$ cat src/rtl/whack_pkg.sv
// Shared types and helpers for the whack-a-mole button judging path.
// Provides the judge FSM state type, the index-width helper and a
// lowest-set-bit encoder used to pick one hole out of several presses.
package whack_pkg;

    typedef enum logic [1:0] {
        IDLE    = 2'd0,
        ARMED   = 2'd1,
        LOCKOUT = 2'd2
    } judge_state_t;

    // Width of a hole index; a single-hole build still needs one bit.
    function automatic int idx_width(input int n);
        return (n > 1) ? $clog2(n) : 1;
    endfunction

    // Index of the lowest set bit of v (0 when v is empty).
    function automatic logic [3:0] lowest_set(input logic [15:0] v);
        logic [3:0] idx;
        idx = 4'd0;
        for (int i = 15; i >= 0; i--) begin
            if (v[i]) begin
                idx = 4'(i);
            end
        end
        return idx;
    endfunction

endpackage

$ cat src/rtl/hit_judge_btn_debounce.sv
// Per-button front end: two-flop synchronizer, stability-counter debouncer
// and rising-edge detector. press_evt is a one-cycle pulse on each debounced
// press; releases produce nothing.
module btn_debounce #(
    parameter int DEBOUNCE_CYCLES = 16
) (
    input  logic clk,
    input  logic rst,
    input  logic btn_raw,
    output logic press_evt
);

    // Counts up to DEBOUNCE_CYCLES-1; the flip happens on the next differing cycle.
    localparam int CW = (DEBOUNCE_CYCLES > 2) ? $clog2(DEBOUNCE_CYCLES) : 1;

    logic          sync1_q, sync1_d;
    logic          sync2_q, sync2_d;
    logic          level_q, level_d;
    logic          level_d1_q, level_d1_d;
    logic [CW-1:0] cnt_q, cnt_d;

    // Next-state: shift synchronizer, count differing cycles, flip level once stable.
    always_comb begin
        sync1_d    = btn_raw;
        sync2_d    = sync1_q;
        level_d1_d = level_q;
        level_d    = level_q;
        cnt_d      = '0;
        if (sync2_q != level_q) begin
            if (cnt_q == CW'(DEBOUNCE_CYCLES - 1)) begin
                level_d = sync2_q;
                cnt_d   = '0;
            end else begin
                cnt_d = cnt_q + CW'(1);
            end
        end else begin
            cnt_d = '0;
        end
    end

    // State registers with asynchronous reset.
    always_ff @(posedge clk or posedge rst) begin
        if (rst) begin
            sync1_q    <= 1'b0;
            sync2_q    <= 1'b0;
            level_q    <= 1'b0;
            level_d1_q <= 1'b0;
            cnt_q      <= '0;
        end else begin
            sync1_q    <= sync1_d;
            sync2_q    <= sync2_d;
            level_q    <= level_d;
            level_d1_q <= level_d1_d;
            cnt_q      <= cnt_d;
        end
    end

    assign press_evt = level_q & ~level_d1_q;

endmodule

$ cat src/rtl/hit_judge.sv
// Turns raw player buttons into registered single-cycle hit/miss events.
// Each button is debounced by its own btn_debounce instance; presses are
// judged against the mole-up mask, the lowest-index hit wins, and a lockout
// window after each hit discards further presses.
// Build option: define HIT_JUDGE_MISS_EN to generate miss_pulse on presses
// into empty holes; otherwise miss_pulse is tied low and the logic is absent.
module hit_judge
    import whack_pkg::*;
#(
    parameter int N_HOLES         = 4,
    parameter int DEBOUNCE_CYCLES = 16,
    parameter int LOCKOUT_CYCLES  = 8
) (
    input  logic                            clk,
    input  logic                            rst,
    input  logic                            enable,
    input  logic [N_HOLES-1:0]              btn_raw,
    input  logic [N_HOLES-1:0]              mole_mask,
    output logic                            hit_pulse,
    output logic                            miss_pulse,
    output logic [idx_width(N_HOLES)-1:0]   hit_idx,
    output logic [N_HOLES-1:0]              mole_clear
);

    localparam int IW = idx_width(N_HOLES);
    localparam int LW = $clog2(LOCKOUT_CYCLES + 1);

    logic [N_HOLES-1:0] press_evt;
    logic [N_HOLES-1:0] hits;

    judge_state_t       state_q, state_d;
    logic [LW-1:0]      lock_q, lock_d;
    logic               hit_pulse_q, hit_pulse_d;
    logic [IW-1:0]      hit_idx_q, hit_idx_d;
    logic [N_HOLES-1:0] mole_clear_q, mole_clear_d;
`ifdef HIT_JUDGE_MISS_EN
    logic               miss_pulse_q, miss_pulse_d;
`endif

    for (genvar g = 0; g < N_HOLES; g++) begin : g_btn
        btn_debounce #(
            .DEBOUNCE_CYCLES (DEBOUNCE_CYCLES)
        ) u_btn_debounce (
            .clk       (clk),
            .rst       (rst),
            .btn_raw   (btn_raw[g]),
            .press_evt (press_evt[g])
        );
    end

    // The mask is sampled in the same cycle as the press, never latched.
    assign hits = press_evt & mole_mask;

    // Judge FSM: arm, pick the lowest hit hole, then hold off for the lockout window.
    always_comb begin
        state_d      = state_q;
        lock_d       = lock_q;
        hit_pulse_d  = 1'b0;
        hit_idx_d    = hit_idx_q;
        mole_clear_d = '0;
`ifdef HIT_JUDGE_MISS_EN
        miss_pulse_d = 1'b0;
`endif
        if (!enable) begin
            state_d = IDLE;
            lock_d  = '0;
        end else begin
            case (state_q)
                IDLE: begin
                    state_d = ARMED;
                end
                ARMED: begin
                    if (hits != '0) begin
                        hit_pulse_d             = 1'b1;
                        hit_idx_d               = IW'(lowest_set(16'(hits)));
                        mole_clear_d[hit_idx_d] = 1'b1;
                        state_d                 = LOCKOUT;
                        lock_d                  = LW'(LOCKOUT_CYCLES);
                    end else begin
`ifdef HIT_JUDGE_MISS_EN
                        miss_pulse_d = (press_evt != '0);
`endif
                        state_d = ARMED;
                    end
                end
                LOCKOUT: begin
                    // Presses arriving here are simply dropped.
                    if (lock_q == '0) begin
                        state_d = ARMED;
                    end else begin
                        lock_d = lock_q - LW'(1);
                    end
                end
                default: begin
                    state_d = IDLE;
                    lock_d  = '0;
                end
            endcase
        end
    end

    // FSM and output registers with asynchronous reset.
    always_ff @(posedge clk or posedge rst) begin
        if (rst) begin
            state_q      <= IDLE;
            lock_q       <= '0;
            hit_pulse_q  <= 1'b0;
            hit_idx_q    <= '0;
            mole_clear_q <= '0;
        end else begin
            state_q      <= state_d;
            lock_q       <= lock_d;
            hit_pulse_q  <= hit_pulse_d;
            hit_idx_q    <= hit_idx_d;
            mole_clear_q <= mole_clear_d;
        end
    end

`ifdef HIT_JUDGE_MISS_EN
    // Miss pulse register, present only in the miss-reporting build.
    always_ff @(posedge clk or posedge rst) begin
        if (rst) begin
            miss_pulse_q <= 1'b0;
        end else begin
            miss_pulse_q <= miss_pulse_d;
        end
    end

    assign miss_pulse = miss_pulse_q;
`else
    assign miss_pulse = 1'b0;
`endif

    assign hit_pulse  = hit_pulse_q;
    assign hit_idx    = hit_idx_q;
    assign mole_clear = mole_clear_q;

endmodule
$ cat config.mk
export PLATFORM = sky130hd
export DESIGN_NAME = hit_judge
export DESIGN_NICKNAME = d
export VERILOG_FILES = /design/src/rtl/whack_pkg.sv /design/src/rtl/hit_judge_btn_debounce.sv /design/src/rtl/hit_judge.sv
export SDC_FILE = /design/constraint.sdc
export NUM_CORES = 1
export LEC_CHECK = 0
export CORE_MARGIN = 2
export CORE_UTILIZATION = 56
export CTS_CLUSTER_DIAMETER = 100
export DETAILED_ROUTE_END_ITERATION = 12
export PLACE_DENSITY_LB_ADDON = 0.15
export SYNTH_ARGS = -nofsm -noshare
export SYNTH_HDL_FRONTEND = slang
export SYNTH_SLANG_ARGS = --single-unit
$ cat constraint.sdc
create_clock -name clk -period 1.8 [get_ports clk]
set_clock_uncertainty 0.05 [all_clocks]
set_input_delay 0.45 -clock clk [delete_from_list [all_inputs] [get_ports clk]]
set_output_delay 0.45 -clock clk [all_outputs]
set_load 0.05 [all_outputs]
Yosys cells after proc, flatten, opt, wreduce, memory -nomap -nowiden
Cells that the tools add are included.
{"block": "op_classes", "add_sub_neg": 5, "mul": 0, "div_mod_pow": 0, "n_lt_le_gt_ge": 2, "eq_ne": 14, "shift": 0, "muxes": 31, "n_bitwise": 9, "reduce_logical": 10}
{"op": "4-bit 2-to-1 mux", "count": 14}
{"op": "2-bit 2-to-1 mux", "count": 10}
{"op": "4-bit by 1-bit adder with 4-bit output, second input constant", "count": 4}
{"op": "4-bit equality test, second input constant", "count": 4}
{"op": "4-bit case mux with 3 select lines", "count": 1}
{"op": "3-bit inequality test, second input constant", "count": 3}
{"op": "2-bit AND reduction", "count": 4}
{"op": "2-bit case mux with 3 select lines", "count": 1}
{"op": "3-bit AND reduction", "count": 2}
{"op": "1-bit bitwise AND", "count": 4}
{"op": "4-bit bitwise AND", "count": 1}
{"op": "4-bit logical NOT", "count": 1}
{"op": "1-bit 2-to-1 mux", "count": 4}
{"op": "1-bit inequality test", "count": 4}
{"op": "1-bit inverter", "count": 4}
{"op": "4-bit nonzero test", "count": 1}
{"op": "4-bit by 1-bit subtractor with 4-bit output, second input constant", "count": 1}
{"op": "2-bit by 3-bit < comparator with 1-bit output, second input constant", "count": 1}
{"op": "1-bit demux with 2-bit select", "count": 1}
{"op": "2-bit by 1-bit equality test with 1-bit output, second input constant", "count": 1}
{"op": "2-bit equality test, second input constant", "count": 1}
{"op": "2-bit by 1-bit greater-or-equal comparator with 1-bit output, second input constant", "count": 1}
{"op": "2-bit logical NOT", "count": 1}
{"op": "2-bit inequality test, second input constant", "count": 1}
{"op": "1-bit logical AND", "count": 1}
{"block": "totals", "ff_bits": 45, "latchBits": 0, "ram_bits": 0, "romBits": 0, "input_bits": 11, "out_inout_bits": 8, "memories": 0}

Longest topological paths before layout
Gate-level depths: netlist (run 1).
{"block": "depth", "word_depth": 17, "ltp_mapped": 7, "depth_no_buf": 6}

Cells and area by module
From an unflattened synthesis (run 1), not the netlist that was laid out.
{"block": "unflattened", "hier_cells": 161, "area_unflattened_um2": 1990.7}
{"module": "btn_debounce", "instances": 4, "cells_each": 21, "area_per_inst_um2": 306.5, "seq_area_each_um2": 200.2}
{"module": "hit_judge", "instances": 1, "cells_each": 77, "area_per_inst_um2": 764.5, "seq_area_each_um2": 325.3}

Worst setup path before layout (run 1)
Ideal clock, no wire load.
{"block": "synth_timing", "path_kind": "register to register", "from": "register state_q[0]", "to": "register lock_q[0]", "setup_ps": 79, "t_arrival_ps": 1514, "required_ps": 1671, "slack_ps": 157, "stages_incl_launch_ff": 7, "period_less_slack_ps": 1643, "cell_sequence": "dfrtp_1 > inv_1 > ha_1 > clkbuf_1 > and4bb_2 > a211oi_4 > mux2i_1"}
{"block": "synth_via", "elab_chain_cells": 3, "word_cells_on_any_way": 9, "classes_between": "5 x eq/ne; 2 x mux; 2 x reduce/logical"}
{"item": "start: declaration", "line": "hit_judge.sv:31", "source": "judge_state_t state_q, state_d;"}
{"item": "start signal: assignment", "line": "hit_judge.sv:111", "source": "state_q <= state_d;"}
{"item": "2-bit equality test (tied with other cells)", "line": "hit_judge.sv:68", "source": "case (state_q)"}
{"item": "3-bit inequality test (no source line) (tied with other cells)"}
{"item": "3-bit AND reduction (no source line) / 4-bit 2-to-1 mux (equally long branches)"}
{"item": "end signal: assignment", "line": "hit_judge.sv:112", "source": "lock_q <= lock_d;"}
{"item": "end: declaration", "line": "hit_judge.sv:32", "source": "logic [LW-1:0] lock_q, lock_d;"}
Several ways; a longest one is shown, not always the timed one.
A chain may end at the register's enable or synchronous reset.

Final worst setup path (run 1)
{"block": "layout_timing", "from": "register lock_q[1]", "to": "register state_q[1]"}
{"block": "layout_via", "elab_chain_cells": 2}
{"item": "4-bit logical NOT", "line": "hit_judge.sv:88", "source": "if (lock_q == '0) begin"}
{"item": "3-bit inequality test (no source line)"}
No other way between the ends.

==> results of run 1 <==
[worst max-delay path: cells and delay by family (launching register included)]
kind	cells	cell delay (ns)
adders and majority gates	1	0.20
buffers and inverters	1	0.09
and+or+nand+nor	3	0.77
AOI/OAI and AO/OA	1	0.12
DFF	1	0.42
[power groups by stage]
stage               clock network (µW)  registers (µW)  logic (µW)
finish                             451            1070         152
global route                       519            1080         174
CTS                                470            1070         149
detailed placement                   0            1090         147
global placement                     0            1090         139
floorplan                            0            1090        93.3
[sequential cells by signal (all words and copies together), names as in the netlist]
signal / cells
state_q: 2
g_btn.u_btn_debounce.sync1_q: 4
g_btn.u_btn_debounce.cnt_q: 16
g_btn.u_btn_debounce.level_d1_d: 4
mole_clear: 4
lock_q: 4
hit_idx: 2
g_btn.u_btn_debounce.level_d1_q: 4
g_btn.u_btn_debounce.sync2_q: 4
hit_pulse: 1
[layout make-up]
cell class	instances	area, µm²
clock buffers	7	45.0
clock inverters	1	7.51
fillers	273	1060
inverters	9	33.8
multi-input cells	103	774
flip-flops and latches	45	1130
well taps	46	57.6
repair buffers	30	263
[layout by cell type, fill, tap and decap left out, types with 3 or more instances in the layout]
cell and instances:
dfrtp_1 45, buf_4 19, a21oi_1 10, clkdlybuf4s50_1 10, nand2_1 9, nor2_1 9, xnor2_1 8, inv_1 8
ha_1 8, nand3_1 5, nand4b_1 5, clkbuf_4 5, mux2_2 4, nor2b_1 4, o21ai_0 4, nand3b_1 3
a31oi_1 3, nor4_1 3, mux2i_1 3, a311oi_1 3
[repair_timing]
item                       4_1_cts  5_1_grt
resized for setup                0        1
buffers inserted                 0        4
setup endpoints to repair        0        5
[layer usage]
metal | vias to the layer above | wire, µm | share of wire [%]
li1 | 638 | - | -
met1 | 631 | 1470 | 44
met2 | 18 | 1710 | 51
met3 | 8 | 104 | 3.1
met4 | 0 | 78 | 2.3
met5 | - | 0 | 0
[cells in the mapped netlist]
cell type / number / area [µm²]
dfrtp_1: 45 / 1130
a21oi_1: 10 / 50.1
ha_1: 9 / 113
inv_1: 9 / 33.8
nand2_1: 9 / 33.8
nor2_1: 9 / 33.8
xnor2_1: 8 / 70.1
nand3_1: 5 / 25.0
nand4b_1: 5 / 43.8
mux2_2: 4 / 45.0
nor2b_1: 4 / 25.0
o21ai_0: 4 / 20.0
a311oi_1: 3 / 26.3
a31oi_1: 3 / 18.8
clkbuf_1: 3 / 11.3
mux2i_1: 3 / 30.0
nand3b_1: 3 / 22.5
nor4_1: 3 / 18.8
a21o_1: 2 / 15.0
nor3_1: 2 / 10.0
nor3b_1: 2 / 15.0
a2111oi_2: 1 / 15.0
a211o_1: 1 / 8.76
a211oi_1: 1 / 7.51
a211oi_4: 1 / 20.0
and3_1: 1 / 6.26
and3b_1: 1 / 8.76
and4_4: 1 / 11.3
and4bb_2: 1 / 12.5
buf_4: 1 / 7.51
buf_6: 1 / 11.3
conb_1: 1 / 3.75
nand2b_1: 1 / 6.26
nand3b_4: 1 / 20.0
o22a_1: 1 / 8.76
o311a_1: 1 / 10.0
o311ai_0: 1 / 8.76
or3b_1: 1 / 8.76
[cell families after synthesis]
kind of cell / Yosys count / share of synthesized area [%]
simple gates: 49 / 15.4
flops: 45 / 57.4
compound gates: 29 / 10.7
buf+inv: 14 / 3.25
fa+ha+maj: 9 / 5.74
xor+xnor: 8 / 3.57
mux: 7 / 3.83
other cells: 1 / 0.191
[worst min path at each step]
stage / to / start / slack (ns) / cells after the start
2_1_floorplan: g_btn[0].u_btn_debounce.sync2_q / g_btn[0].u_btn_debounce.sync1_q / 0.28 / 0
3_3_place_gp: g_btn[1].u_btn_debounce.sync2_q / g_btn[1].u_btn_debounce.sync1_q / 0.28 / 0
3_5_place_dp: g_btn[3].u_btn_debounce.sync2_q / g_btn[3].u_btn_debounce.sync1_q / 0.29 / 0
4_1_cts: g_btn[3].u_btn_debounce.sync2_q / g_btn[3].u_btn_debounce.sync1_q / 0.31 / 0
5_1_grt: g_btn[2].u_btn_debounce.sync2_q / g_btn[2].u_btn_debounce.sync1_q / 0.32 / 0
6_report: g_btn[3].u_btn_debounce.sync2_q / g_btn[3].u_btn_debounce.sync1_q / 0.31 / 0
[metrics by stage]
stage                     cell area (µm²)  total power (µW)  setup slack (ns)  instances
after global routing                 2310              1770          -0.00413        241
after floorplan                      1960              1180             0.157        162
after global placement               2220              1230            -0.132        229
after CTS                            2270              1690             0.107        237
final                                2310              1680             0.118        241
after detailed placement             2220              1240            -0.173        229
==> impl_metrics.tcl, run 1 <==
set metrics [dict create \
    status "completed" \
    start_util_pct 58.3 \
    r2r_cells 6 \
    path_class "register to register" \
    finalNetCount 214 \
    drtAntennaViolNets 0 \
    cts_tree "yes" \
    pwr-share-comb_pct 9.1 \
    vdd_ir_drop_max_mv 0.562 \
    wl_per_cell_um 14.0 \
    crit_path_max_fanout 4 \
    p_sw_share_pct 24.1 \
    ios 19 \
    clock_power_share_pct 26.9 \
    cp_slowest_stage_delay_ns 0.42 \
    r2r_start "lock_q[1]" \
    gp_congestion 0.807 \
    fmax_mhz 595 \
    power_density_mw_per_mm2 727 \
    cp.required_ns 2.06 \
    grt_pass1_vias 1328 \
    grtUsageMet1_pct 23.4 \
    top_usage_layer "met2" \
    holdBufCountCts 0 \
    antenna_found_initial 0 \
    synth.avg_cell_area_um2 12.1 \
    grt_pass1_wl_mm 5.86 \
    fin_util_pct 68.6 \
    row_count 21 \
    synth_cell_types 38 \
    die_area_mm2 0.00399 \
    crit_path_top_delay_cell "dfrtp_1" \
    hold_viol 0 \
    num_antenna_cells 0 \
    final.min_clock_period_ns 1.68 \
    root_buffer "clkbuf_4" \
    power_switching_uw 405 \
    syn_nets 182 \
    path_cells "inv_1 > ha_1 > or3b_1 > and3_1 > nor4_1 > a21o_1" \
    first_pass_iters 4 \
    r2r-end "state_q[1]" \
    drtIter0Drc 111 \
    end_kind "register" \
    via_per_inst 5.37 \
    ff2ff_setup_slack_ns 0.12 \
    met2_usage_pct 31.9 \
    drc 0 \
    worst_hold_slack_ns 0.312 \
    maxCapViolations 0 \
    crit_path_end "state_q[1]" \
    vias 1295 \
    cts_buffers 5 \
    clock_sinks 45 \
    critPathArrivalTime_ns 1.94 \
    yosys_warnings 0 \
    maxSlewViolCount 0 \
    dp_hpwl_mm 2.43 \
    io_buffers 17 \
    setup_tns_ns 0 \
    min_path_type "register to register" \
    ys_ff_latch 45 \
    internal_power_uw 1270 \
    synth_area_mm2 0.00196 \
    clk_latency_ns 0.35 \
    fp.dieW_um 63.2 \
    syn_inst 162 \
    grt.total_usage_pct 19.1 \
    seq_power_share_pct 64.0 \
    coreArea_mm2 0.00336 \
    yosysSeqAreaShare_pct 57.4 \
    cellLeakagePower_uw 0.00107 \
    htree_levels 2 \
    startpoint "lock_q[1]" \
    drive_above_1_share_pct 18.5 \
    setup_viol_count_final 0 \
    clkTransAtPathRegs_ns 0.12 \
    grt_max_degree 46 \
    cts.path.max_buffers 2 \
    critPathLaunchType "register" \
    wirelength_mm 3.37 \
    use_met3_pct 5.54 \
    grt.overflow.total 0 \
    area_growth_pct 17.6 \
    fin_crit_sh_pct 93.4 \
    die_h_um 63.2 \
]
Power figures use the tool's default switching activity.
==> run 2, diff against run 1 <==
- CORE_ASPECT_RATIO: not set -> 1.75
==> impl_metrics.tcl, run 2 (synthesized netlist as in run 1, its figures left out) <==
set metrics [dict create \
    grt.total_usage_pct 19.2 \
    power_density_mw_per_mm2 794 \
    row_count 28 \
    final.min_clock_period_ns 1.69 \
    dp_hpwl_mm 2.60 \
    critPathTopFamily "buffers and inverters" \
    die_area_mm2 0.00401 \
    cts_tree "yes" \
    grt.overflow.total 0 \
    io_buffers 17 \
    cp_slowest_stage_delay_ns 0.52 \
    pwr-share-comb_pct 7.8 \
    finalPower_uw 1850 \
    crit_buf_inv 1 \
    fin_crit_sh_pct 94.1 \
    path_cells "clkdlybuf4s50_1 > nand3b_4 > and4_4 > a211oi_4 > mux2i_1" \
    critPathArrivalTime_ns 1.85 \
    clkTransAtPathRegs_ns 0.09 \
    grt_max_degree 36 \
    final_cell_mix "dfrtp_1, buf_4, a21oi_1, clkdlybuf4s50_1, nor2_1" \
    first_pass_iters 4 \
    status "completed" \
    cellLeakagePower_uw 0.00107 \
    grt_pass1_wl_mm 5.82 \
    clock_sinks 45 \
    nFillCells 264 \
    vdd_ir_drop_max_mv 0.668 \
    drtIter0Drc 34 \
    drive_above_1_share_pct 19.4 \
    top_register "g_btn.u_btn_debounce.cnt_q" \
    vias 1305 \
    p_sw_share_pct 24.7 \
    min_path_type "register to register" \
    cp.required_ns 1.96 \
    num_antenna_cells 0 \
    maxSlewViolCount 0 \
    drtAntennaViolNets 0 \
    ios 19 \
    drc 0 \
    via_per_inst 5.53 \
    htree_levels 2 \
    largest_register_ffs 16 \
    maxCapViolations 0 \
    die_h_um 82.3 \
    crit_path_top_delay_cell "clkdlybuf4s50_1" \
    clk_latency_ns 0.30 \
    wl_per_cell_um 14.6 \
    root_buffer "clkbuf_8" \
    setup_viol_count_final 0 \
    power_switching_uw 457 \
    area_growth_pct 18.7 \
    path_class "input port to register" \
    hold_viol 0 \
    clock_power_share_pct 34.1 \
    critPathLaunchType "input port" \
    fmax_mhz 590 \
    coreArea_mm2 0.00336 \
    gp_congestion 0.814 \
    layout.cells.most_common "dfrtp_1" \
    antenna_found_initial 0 \
    cts.path.max_buffers 2 \
    finalNetCount 210 \
    start_util_pct 58.3 \
    fp.dieW_um 48.7 \
    cts_setup_buffers 0 \
    grt_pass1_vias 1369 \
    crit_path_max_fanout 5 \
    stdcell_count 236 \
    internal_power_uw 1390 \
    end_kind "register" \
    wirelength_mm 3.45 \
    dp.cells 228 \
    seq_power_share_pct 58.1 \
    cts_buffers 5 \
]
-- run 2: final cells by class --
type                            instances  area, µm²  area share (%)
Inverter                                9       33.8            1.45
Sequential cell                        45       1130            48.4
Timing Repair Buffer                   26        233            9.99
Tap cell                               45       56.3            2.42
Clock inverter                          3       25.0            1.07
Multi-Input combinational cell        103        786            33.7
Clock buffer                            5       68.8            2.96
-- run 2: worst paths after layout --
kind / from / slack (ns) / to / depth (start not counted)
worst max register to register: lock_q[0] / 0.11 / state_q[1] / 6
worst max-delay path: mole_mask[1] / 0.11 / lock_q[1] / 5
max in group asynchronous: rst / 0.88 / g_btn[0].u_btn_debounce.level_d1_q / 3
worst min register to register: g_btn[2].u_btn_debounce.sync1_q / 0.31 / g_btn[2].u_btn_debounce.sync2_q / 0
min in group asynchronous: rst / 0.35 / g_btn[1].u_btn_debounce.cnt_q[1] / 2
worst min-delay path: g_btn[2].u_btn_debounce.sync1_q / 0.31 / g_btn[2].u_btn_debounce.sync2_q / 0
-- run 2: power groups by stage --
stage | logic [µW] | clock network [µW] | registers, µW
global route | 162 | 690 | 1080
floorplan | 93.3 | 0 | 1090
CTS | 146 | 658 | 1070
detailed placement | 144 | 0 | 1090
finish | 143 | 631 | 1070
global placement | 137 | 0 | 1090
-- run 2: repair_timing --
action | in CTS | in global routing
resized for setup | 0 | 4
hold buffers | 0 | 0
setup endpoints to repair | 0 | 2
-- run 2: per-stage QoR --
step	hold slack [ns]	setup TNS, ns	worst slack, ns	util (%)	instance area [µm²]
2_1_floorplan	0.281	0	0.157	-	1960
3_3_place_gp	0.283	-0.475	-0.108	66.0	2220
3_5_place_dp	0.286	-0.788	-0.201	66.0	2220
4_1_cts	0.306	0	0.0757	68.8	2310
5_1_grt	0.324	-0.0207	-0.0207	69.2	2330
6_report	0.307	0	0.107	69.2	2330
-- run 2: routing by layer --
metal / share of wire, % / wire length, µm / vias up / GRT usage, %
met5: 0 / 0 / - / 0
met4: 1.6 / 55 / 0 / 9.14
met3: 2.8 / 97 / 6 / 3.60
met2: 57 / 1960 / 30 / 37.1
met1: 39 / 1330 / 640 / 19.7
li1: - / - / 629 / -
